File: config.mk
export PLATFORM = sky130hd
export DESIGN_NAME = spectro_readout
export DESIGN_NICKNAME = d
export VERILOG_FILES = /design/src/rtl/spectro_pkg.sv /design/src/rtl/spectro_readout.sv
export SDC_FILE = /design/constraint.sdc
export NUM_CORES = 1
export LEC_CHECK = 0
export ABC_AREA = 1
export CELL_PAD_IN_SITES_DETAIL_PLACEMENT = 1
export CELL_PAD_IN_SITES_GLOBAL_PLACEMENT = 2
export CORE_MARGIN = 2
export CORE_UTILIZATION = 28
export DETAILED_ROUTE_END_ITERATION = 8
export PLACE_DENSITY = 0.89
export SLEW_MARGIN = 25
export SYNTH_ARGS = -nofsm -noshare
export SYNTH_HDL_FRONTEND = slang
export SYNTH_SLANG_ARGS = --single-unit
export TNS_END_PERCENT = 10
File: constraint.sdc
create_clock -name clk -period 2.7 [get_ports clk]
set_input_delay 0.54 -clock clk [delete_from_list [all_inputs] [get_ports clk]]
set_output_delay 0.54 -clock clk [all_outputs]
set_load 0.05 [all_outputs]
File: src/rtl/spectro_pkg.sv
// Shared constants and readout FSM state type for the spectrogram
// ping-pong memory read side.
package spectro_pkg;

    localparam int SPEC_DEPTH  = 200;
    localparam int SPEC_DATA_W = 3;
    localparam int SPEC_ADDR_W = 9;

    typedef enum logic [1:0] {
        IDLE = 2'd0,
        READ = 2'd1,
        WAIT = 2'd2,
        OUT  = 2'd3
    } rd_state_t;

endpackage

File: src/rtl/spectro_readout.sv
// Read-side controller for the two-bank spectrogram memory: scans a full bank
// through the memory read port and streams each magnitude on valid/ready.
module spectro_readout
    import spectro_pkg::*;
#(
    parameter int DEPTH  = SPEC_DEPTH,
    parameter int DATA_W = SPEC_DATA_W,
    parameter int ADDR_W = SPEC_ADDR_W
) (
    input  logic              clk,
    input  logic              reset,
    input  logic              bank_ready,
    input  logic              bank_ready_sel,
    input  logic              overrun_clr,
    output logic              mem_read_enable,
    output logic [ADDR_W-1:0] mem_address_out,
    input  logic [DATA_W-1:0] mem_data_out,
    output logic              out_valid,
    input  logic              out_ready,
    output logic [DATA_W-1:0] out_data,
    output logic              out_last,
    output logic              frame_done,
    output logic              busy,
    output logic              overrun
);

    localparam int               IDX_W    = ADDR_W - 1;
    localparam logic [IDX_W-1:0] LAST_IDX = IDX_W'(DEPTH - 1);

    rd_state_t         state_reg;
    logic [1:0]        pend_reg;
    logic [1:0]        pend_next;
    logic [1:0]        pend_set;
    logic [1:0]        pend_clr;
    logic [IDX_W-1:0]  idx_reg;
    logic              cur_bank_reg;
    logic              last_bank_reg;
    logic [DATA_W-1:0] out_data_reg;
    logic              out_last_reg;
    logic              frame_done_reg;
    logic              overrun_reg;
    logic              overrun_next;
    logic              start;
    logic              pick_bank;
    logic              violation;
    logic              idx_is_last;

    // Both pending: alternate away from the bank served last.
    always_comb begin
        start       = (state_reg == IDLE) && (pend_reg != 2'b00);
        pick_bank   = (pend_reg == 2'b11) ? ~last_bank_reg : pend_reg[1];
        idx_is_last = (idx_reg == LAST_IDX);
        violation   = bank_ready &&
                      (pend_reg[bank_ready_sel] ||
                       ((state_reg != IDLE) && (cur_bank_reg == bank_ready_sel)));
        overrun_next = overrun_reg;
        if (violation) begin
            overrun_next = 1'b1;
        end else if (overrun_clr) begin
            overrun_next = 1'b0;
        end
    end

    // A new declaration beats the clear issued when the bank is picked up.
    genvar gi;
    generate
        for (gi = 0; gi < 2; gi++) begin : g_pend
            assign pend_set[gi]  = bank_ready && (bank_ready_sel == 1'(gi));
            assign pend_clr[gi]  = start && (pick_bank == 1'(gi));
            assign pend_next[gi] = pend_set[gi] | (pend_reg[gi] & ~pend_clr[gi]);
        end
    endgenerate

    always_ff @(posedge clk) begin
        if (reset) begin
            state_reg      <= IDLE;
            pend_reg       <= 2'b00;
            idx_reg        <= '0;
            cur_bank_reg   <= 1'b0;
            last_bank_reg  <= 1'b1;
            out_data_reg   <= '0;
            out_last_reg   <= 1'b0;
            frame_done_reg <= 1'b0;
            overrun_reg    <= 1'b0;
        end else begin
            pend_reg       <= pend_next;
            overrun_reg    <= overrun_next;
            frame_done_reg <= 1'b0;
            case (state_reg)
                IDLE: begin
                    if (start) begin
                        cur_bank_reg <= pick_bank;
                        idx_reg      <= '0;
                        state_reg    <= READ;
                    end
                end
                READ: begin
                    state_reg <= WAIT;
                end
                WAIT: begin
                    out_data_reg <= mem_data_out;
                    out_last_reg <= idx_is_last;
                    state_reg    <= OUT;
                end
                OUT: begin
                    if (out_ready) begin
                        if (idx_is_last) begin
                            frame_done_reg <= 1'b1;
                            last_bank_reg  <= cur_bank_reg;
                            state_reg      <= IDLE;
                        end else begin
                            idx_reg   <= idx_reg + 1'b1;
                            state_reg <= READ;
                        end
                    end
                end
                default: begin
                    state_reg <= IDLE;
                end
            endcase
        end
    end

    assign busy            = (state_reg != IDLE);
    assign mem_read_enable = (state_reg == READ);
    assign mem_address_out = mem_read_enable ? {cur_bank_reg, idx_reg} : '0;
    assign out_valid       = (state_reg == OUT);
    assign out_data        = out_data_reg;
    assign out_last        = out_last_reg;
    assign frame_done      = frame_done_reg;
    assign overrun         = overrun_reg;

endmodule

==> results <==
==> cells in the mapped netlist, drive strengths merged <==
cell,count,area [um^2]
nand2,50,193
nor3,2,10.0
dfxtp,20,400
o211ai,1,7.51
buf,4,31.3
a21oi,11,55.1
nand4,1,6.26
nand3,14,90.1
nor2,26,105
ha,6,75.1
a21boi,1,7.51
o21ai,11,55.1
clkbuf,2,7.51
a22oi,1,7.51
o22ai,1,6.26
inv,32,120
==> placed cells by master, fill, tap and decap left out <==
cell / count
sky130_fd_sc_hd__clkdlybuf4s50_1: 25
sky130_fd_sc_hd__a21oi_1: 11
sky130_fd_sc_hd__nand3_2: 4
sky130_fd_sc_hd__nand2_1: 48
sky130_fd_sc_hd__buf_4: 3
sky130_fd_sc_hd__ha_1: 5
sky130_fd_sc_hd__o211ai_1: 1
sky130_fd_sc_hd__nand4_1: 1
sky130_fd_sc_hd__nand2_2: 2
sky130_fd_sc_hd__a21boi_0: 1
sky130_fd_sc_hd__o21ai_0: 11
sky130_fd_sc_hd__nor2_1: 23
sky130_fd_sc_hd__inv_1: 32
sky130_fd_sc_hd__ha_2: 1
sky130_fd_sc_hd__nor2_2: 3
sky130_fd_sc_hd__nand3_1: 10
sky130_fd_sc_hd__dfxtp_1: 20
sky130_fd_sc_hd__clkbuf_8: 3
sky130_fd_sc_hd__a22oi_1: 1
sky130_fd_sc_hd__nor3_1: 2
sky130_fd_sc_hd__o22ai_1: 1
==> cells by family (layout without fill, tap and decap cells) <==
logic type	count (synthesis)	in the layout	share of synthesized area, %
buffers and inverters	38	63	13.5
adders and majority gates	6	6	6.38
DFF	20	20	34.0
AOI/OAI and AO/OA	26	26	11.8
and+or+nand+nor	93	93	34.3
==> through the flow <==
stage               util (%)  setup WS, ps  area [um^2]
finish                  37.7           155         1520
global route            37.7          14.1         1520
CTS                     37.6          14.8         1520
detailed placement      36.6           301         1470
global placement        36.6           360         1470
floorplan                  -           571         1180
==> layout make-up <==
type                    count  area [um^2]
clock buffers               3         41.3
fillers                   551         2510
inverters                  32          120
multi-input cells         125          621
flip-flops and latches     20          400
well taps                  50         62.6
repair buffers             28          273
==> tightest hold or removal path, cell delays in order, from the launching register on <==
cell and delay, ps:
sky130_fd_sc_hd__dfxtp_1 330, sky130_fd_sc_hd__o21ai_0 70, sky130_fd_sc_hd__nor2_1 70
==> metal layers <==
layer  wire, um  track usage, %
met5          0               0
met4         29            2.94
met3         88            3.41
met2       1370            23.4
met1       1450            18.0
==> report_power, final <==
group	switching (W)	internal [W]
registers	0.0000449	0.000349
logic	0.000449	0.000229
clock network	0.0000980	0.0000993
total	0.000592	0.000677
==> worst min path at each step <==
stage / startpoint / endpoint
final: out_data[2] / out_data[2]
after global routing: last_bank_reg / last_bank_reg
after CTS: pend_reg[0] / pend_reg[0]
after detailed placement: last_bank_reg / last_bank_reg
after global placement: out_data[0] / out_data[0]
after floorplan: last_bank_reg / last_bank_reg
==> what timing repair did <==
| action | in CTS | in global routing |
|---|---|---|
| buffers inserted | 0 | 0 |
| resized for setup | 0 | 1 |
| setup endpoints to repair | 0 | 9 |
==> flow_metrics.env <==
export IMPL_status="completed"
export IMPL_crit_reg2reg_launch="idx_reg[0]"
export IMPL_fin_skew_ps=0.947
export IMPL_cts_root_buf="sky130_fd_sc_hd__clkbuf_8"
export IMPL_share_of_layout_cells_above_drive_strength_1_pct=7.69
export IMPL_grt_pass1_wl_mm=4.99
export IMPL_ctsLongestPathBuffers=2
export IMPL_timing_reg2reg_setup_slack_ps=940
export IMPL_power_total_w=0.00127
export IMPL_placement_io_buffers=26
export IMPL_core_region_area_mm2=0.00403
export IMPL_detail_route_wirelength_mm=2.93
export IMPL_holdBufCountCts=0
export IMPL_setup_tns_final_ps=0
export IMPL_worst_ep_required_time_ps=2160
export IMPL_power_density_mw_per_mm2=836
export IMPL_netlist_instances=183
export IMPL_clock_fmax_mhz=393
export IMPL_worstHoldPathCells=2
export IMPL_boundary_pins=27
export IMPL_worst_path_top_cell_family_by_delay="buffers and inverters"
export IMPL_finalWorstPathRequiredPeriod_ps=2540
export IMPL_layout_cells_non_filler=258
export IMPL_cp_data_arrival_time_ps=2000
export IMPL_worst_setup_path_start_kind="flip-flop"
export IMPL_cap_violations=0
export IMPL_syn_to_final_growth_pct=28.9
export IMPL_post_drt_via_cell_ratio=4.47
export IMPL_critPathCapture="busy"
export IMPL_worstRegToRegCells=8
export IMPL_worst_setup_path_startpoint="state_reg[0]"
export IMPL_die_width_um=68.8
export IMPL_gr_usage_all_layers_pct=13.9
export IMPL_cts_buffers_inserted=3
export IMPL_yosysSeqAreaShare_pct=34.0
export IMPL_first_global_vias=1116
export IMPL_timing_final_hold_violations=0
export IMPL_avgRoutedWirePerCell_um=11.4
export IMPL_die_area_mm2=0.00474
export IMPL_count_of_cell_types_in_the_netlist=21
export IMPL_antenna_found_initial=0
export IMPL_synth_area_per_cell_um2=6.43
export IMPL_hold_path_class="reg -> reg"
export IMPL_tightestPinTransition_ps=508
export IMPL_slew_headroom_pct=66.0
export IMPL_register_clock_pin_slew_on_the_reported_worst_setup_and_hold_paths_ps=70
export IMPL_timing_critical_path_depth=4
export IMPL_slew_viol_final=0
export IMPL_syn_nets=198
export IMPL_std_cell_rows=23
export IMPL_detailedPlacementHpwl_mm=2.26
export IMPL_worstSetupPathType="reg -> out"
export IMPL_grt_remaining_overflow=0
export IMPL_slowest_stage="sky130_fd_sc_hd__clkdlybuf4s50_1"
export IMPL_critical_path_n_buffers_inverters=3
export IMPL_synth_seq_cells=20
export IMPL_synth_cell_area_mm2=0.00118
export IMPL_antenna_cells=0
export IMPL_drt_pre_antenna_iters=4
export IMPL_initial_standard_cell_utilization_of_the_core_pct=29.2
export IMPL_grt_start_max_net_pins=13
export IMPL_crit_path_max_incr_delay_ps=820
export IMPL_clock_sink_count=20
export IMPL_final_period_utilization_pct=94.3
export IMPL_worst_skew_pair_late_latency_ps=250
export IMPL_final_count_of_negative_setup_slack_endpoints=0
export IMPL_htreeDepth=1
export IMPL_setup_repair_after_global_routing_missed_its_margin="no"
export IMPL_vias=1153
export IMPL_critical_path_peak_fanout=5
export IMPL_critPathMostFrequentCell="sky130_fd_sc_hd__inv_1"
export IMPL_nets=225
export IMPL_tritoncts_clock_tree="built"
export IMPL_gp_routability_congestion=0.818
export IMPL_drt_initial_drc_count=42
export IMPL_synth_yosys_warnings=0
export IMPL_worstSetupEndpointType="output pin"
export IMPL_r2r_end="idx_reg[1]"
export IMPL_postRouteAntennaNets=0
export IMPL_die_y_um=68.8
export IMPL_largest_register_ff_count=8
export IMPL_detail_route_drc_violations=0
export IMPL_hold_ws_ps=507
export IMPL_ir_worst_vdd_v=0.000595
export IMPL_p_leak_nw=0.713
export IMPL_critical_path_cell_chain="inv_1, ha_1, inv_1, clkdlybuf4s50_1"
export IMPL_placedCellCount=255
Note: power is estimated with default switching activity, not from simulation.
==> RTL edit 1: new RTL, config.mk and constraints unchanged <==
Change the package constant `SPEC_ADDR_W` from 9 to 10.
--- a/src/rtl/spectro_pkg.sv
+++ b/src/rtl/spectro_pkg.sv
@@ -4,7 +4,7 @@
 
     localparam int SPEC_DEPTH  = 200;
     localparam int SPEC_DATA_W = 3;
-    localparam int SPEC_ADDR_W = 9;
+    localparam int SPEC_ADDR_W = 10;
 
     typedef enum logic [1:0] {
         IDLE = 2'd0,
Ports: changed (resized mem_address_out); port bits go from 27 to 28. The function was not compared with the original's and may differ.
==> RTL edit 1 against the unedited design <==
- final area increased by 2.9%
- largest power group unchanged
- sequential share of layout area rose by 0.54 points
- area after synthesis grew 3.8%
- critical path depth unchanged
- wire length is 2.8% higher
- sequential cell count rose by 1
- critical path type unchanged
- setup slack gained 0.016 ns
- total power decreased by 12%
- synthesized cell count up 0.55%
==> RTL edit 1: results <==
set metrics [dict create \
    status "complete, no violations" \
    final_nets 228 \
    buffers 29 \
    crit_slowest_cell "clkdlybuf4s50_1" \
    drt-met1-wl_um 1450 \
    multiInputGateArea_um2 641 \
    grt_use_total_pct 13.6 \
    grt_max_degree 15 \
    worstMarginPinSlew_ns 0.595 \
    cts.sinks 21 \
    seq_area_um2 420 \
    layout-drive-gt1-share_pct 10.8 \
    use_met1_pct 16.9 \
    layout.nonclk_buf_share_pct 16.7 \
    cp.arrival_ns 1.99 \
    holdCritStartpoint "last_bank_reg" \
    inverters 34 \
    p_leak_uw 0.000727 \
    vias 1223 \
    nMultiInputCombCells 124 \
    syn_nets 199 \
    portBuffers 27 \
    skew_ns 0.00194 \
    synthDistinctLibCells 28 \
    synth_common_cells "nand2_1 (41), inv_1 (32), dfxtp_1 (21), nor2_1 (19), a21oi_1 (15)" \
    synth_xor_area_share_pct 0.716 \
    vdd_drop_max_v 0.000509 \
    dr_wl_met3_um 119 \
    r2r_start "state_reg[0]" \
    grt_pass1_vias 1251 \
    grt_pass1_wl_um 5440 \
    dr_wl_met2_um 1380 \
    n_clock_buffer 4 \
    gp_congestion 0.715 \
    drtIter0Drc 11 \
    seq_area_frac_synth_pct 34.4 \
    ys_top_cells_by_area "dfxtp_1 (34%), nand2_1 (13%), inv_1 (9.8%), a21oi_1 (6.1%), ha_1 (6.1%)" \
    finalWirelength_um 3010 \
    synth_fa_ha_area_share_pct 6.14 \
    synth_compound_area_share_pct 15.8 \
    use_met3_pct 2.45 \
    clk_share_pct 2.88 \
    largest_reg_flops 9 \
    use_met2_pct 22.4 \
    dp_hpwl_um 2320 \
    n_fill_cell 545 \
]
RTL edit 1: cells by family (layout without fill, tap and decap cells):
logic type | after synthesis | count (layout)
AOI/OAI and AO/OA | 34 | 34
adders and majority gates | 6 | 6
DFF | 21 | 21
buffers and inverters | 39 | 67
xor gates and xnor gates | 1 | 1
and+or+nand+nor | 83 | 83
RTL edit 1: final timing paths:
path              depth (start not counted)            end  slack, ns
setup / recovery                          4           busy       0.17
hold / removal                            2  last_bank_reg       0.50
setup reg to reg                          7     idx_reg[5]       0.84
hold reg to reg                           2  last_bank_reg       0.50
RTL edit 1: stage by stage:
step                      setup slack, ns  instance area [um^2]  power (uW)  std cells
after floorplan                     0.559                  1220         760        184
after global placement              0.477                  1520         913        260
after detailed placement            0.450                  1520         918        260
after CTS                           0.149                  1560        1130        264
after global routing               0.0299                  1560        1200        264
final                               0.171                  1560        1110        264
RTL edit 1: where the power goes:
part / internal (uW) / switching, uW
combinational: 169 / 351
clock: 105 / 104
sequential: 352 / 33.6
==> RTL edit 2: new RTL, config.mk and constraints unchanged <==
Without the edit above. Make the reset (`reset`) asynchronous in one clocked block.
--- a/src/rtl/spectro_readout.sv
+++ b/src/rtl/spectro_readout.sv
@@ -71,7 +71,7 @@
         end
     endgenerate
 
-    always_ff @(posedge clk) begin
+    always_ff @(posedge clk or posedge reset) begin
         if (reset) begin
             state_reg      <= IDLE;
             pend_reg       <= 2'b00;
Check against the original RTL: differs if reset is asserted again (counterexample within 4 cycles, from zero or initial values and one cycle with reset high); with reset held inactive, the same outputs for 10 cycles.
==> RTL edit 2 against the unedited design <==
- sequential share of layout area up 6.8 points
- sequential cell count unchanged
- final area down 0.49%
- combinational power up 15%
- area after synthesis down 1.6%
- clock skew up 0.0025 ns
- total power up 15%
- wire length down 4.3%
- setup slack better by 0.00089 ns
- sequential power up 13%
- synthesized cell count down 13%
- clock power up 17%
==> RTL edit 2: results <==
set metrics [dict create \
    status "complete, no violations" \
    gp_congestion 0.757 \
    antenna_found_initial 0 \
    skew_ns 0.00343 \
    wire_per_inst_um 11.7 \
    vdd_drop_max_v 0.000533 \
    grt_max_degree 21 \
    final_nets 205 \
    critical_path.top_delay_family "buffers and inverters" \
    async_reset_ff_share_pct 100 \
    layout-drive-gt1-share_pct 12.2 \
    synthDistinctLibCells 19 \
    drtIter0Drc 32 \
    cts_made_buffers 3 \
    grt_use_total_pct 13.8 \
    ys_top_cells_by_area "dfrtp_1 (41%), nand2_1 (18%), inv_1 (8.1%), o21ai_0 (7.8%), ha_1 (6.5%)" \
    portBuffers 26 \
    synth_common_cells "nand2_1 (57), inv_1 (25), dfrtp_1 (19), o21ai_0 (18), nor2_1 (12)" \
    worstMarginPinSlew_ns 0.800 \
    syn_nets 175 \
    seq_area_frac_synth_pct 43.3 \
    detail_route.vias_per_cell 4.47 \
    synth_ff_type "dfrtp_1" \
    grt_pass1_vias 1143 \
    first_pass_iters 2 \
    dp_hpwl_um 2150 \
    p_leak_uw 0.000781 \
    grt_pass1_wl_um 4870 \
    cp.arrival_ns 2.00 \
]
==> RTL edit 2: layout make-up <==
cell class	count	area [um^2]
inverters	25	93.8
fillers	489	2490
flip-flops and latches	20	502
repair buffers	28	253
clock buffers	4	55.1
multi-input cells	112	544
well taps	50	62.6
==> RTL edit 2: kinds of logic (layout without fill, tap and decap cells) <==
family | count (synthesis) | count (layout) | synth area share, %
compound gates | 22 | 22 | 10.4
fa+ha+maj | 6 | 6 | 6.48
buf+inv | 28 | 57 | 9.72
flops | 20 | 20 | 43.3
simple gates | 84 | 84 | 30.1
==> RTL edit 2: final timing paths <==
| kind | start | to | slack [ns] | cells past startpoint |
|---|---|---|---|---|
| worst max-delay path | state_reg[0] | busy | 0.16 | 4 |
| worst min-delay path | out_data[2] | out_data[2] | 0.47 | 2 |
| worst max register to register | state_reg[0] | idx_reg[7] | 1.10 | 8 |
| worst min register to register | out_data[2] | out_data[2] | 0.47 | 2 |
| max in group asynchronous | reset | idx_reg[1] | 1.47 | 2 |
| min in group asynchronous | reset | out_data[2] | 0.73 | 2 |
==> RTL edit 2: tightest hold or removal path: cells and delay by family (launching register included) <==
family | cells | cell delay, ns
simple gates | 2 | 0.10
flops | 1 | 0.35
==> RTL edit 2: stage by stage <==
stage                     instances  utilization, %  power, uW  worst slack, ns  area, um^2
after floorplan                 160               -       1010            0.502        1160
after global placement          235            36.4       1210            0.492        1460
after detailed placement        235            36.4       1240            0.460        1460
after CTS                       239            37.8       1480            0.159        1510
after global routing            239            37.8       1580           0.0481        1510
final                           239            37.8       1450            0.156        1510
==> RTL edit 2: where the power goes <==
| part | switching, uW | leakage (uW) | total, uW | internal, uW |
|---|---|---|---|---|
| Combinational | 537 | 0.000499 | 779 | 243 |
| Sequential | 68.7 | 0.000254 | 445 | 376 |
| Clock | 101 | 0.0000288 | 230 | 130 |
==> RTL edit 2: metal layers <==
metal / part of all wire, % / vias up / GRT usage [%]
met1: 45 / 493 / 16.0
met2: 50 / 22 / 24.9
li1: - / 548 / -
met4: 1.2 / 0 / 5.50
met3: 3.7 / 6 / 2.63
met5: 0 / - / 0
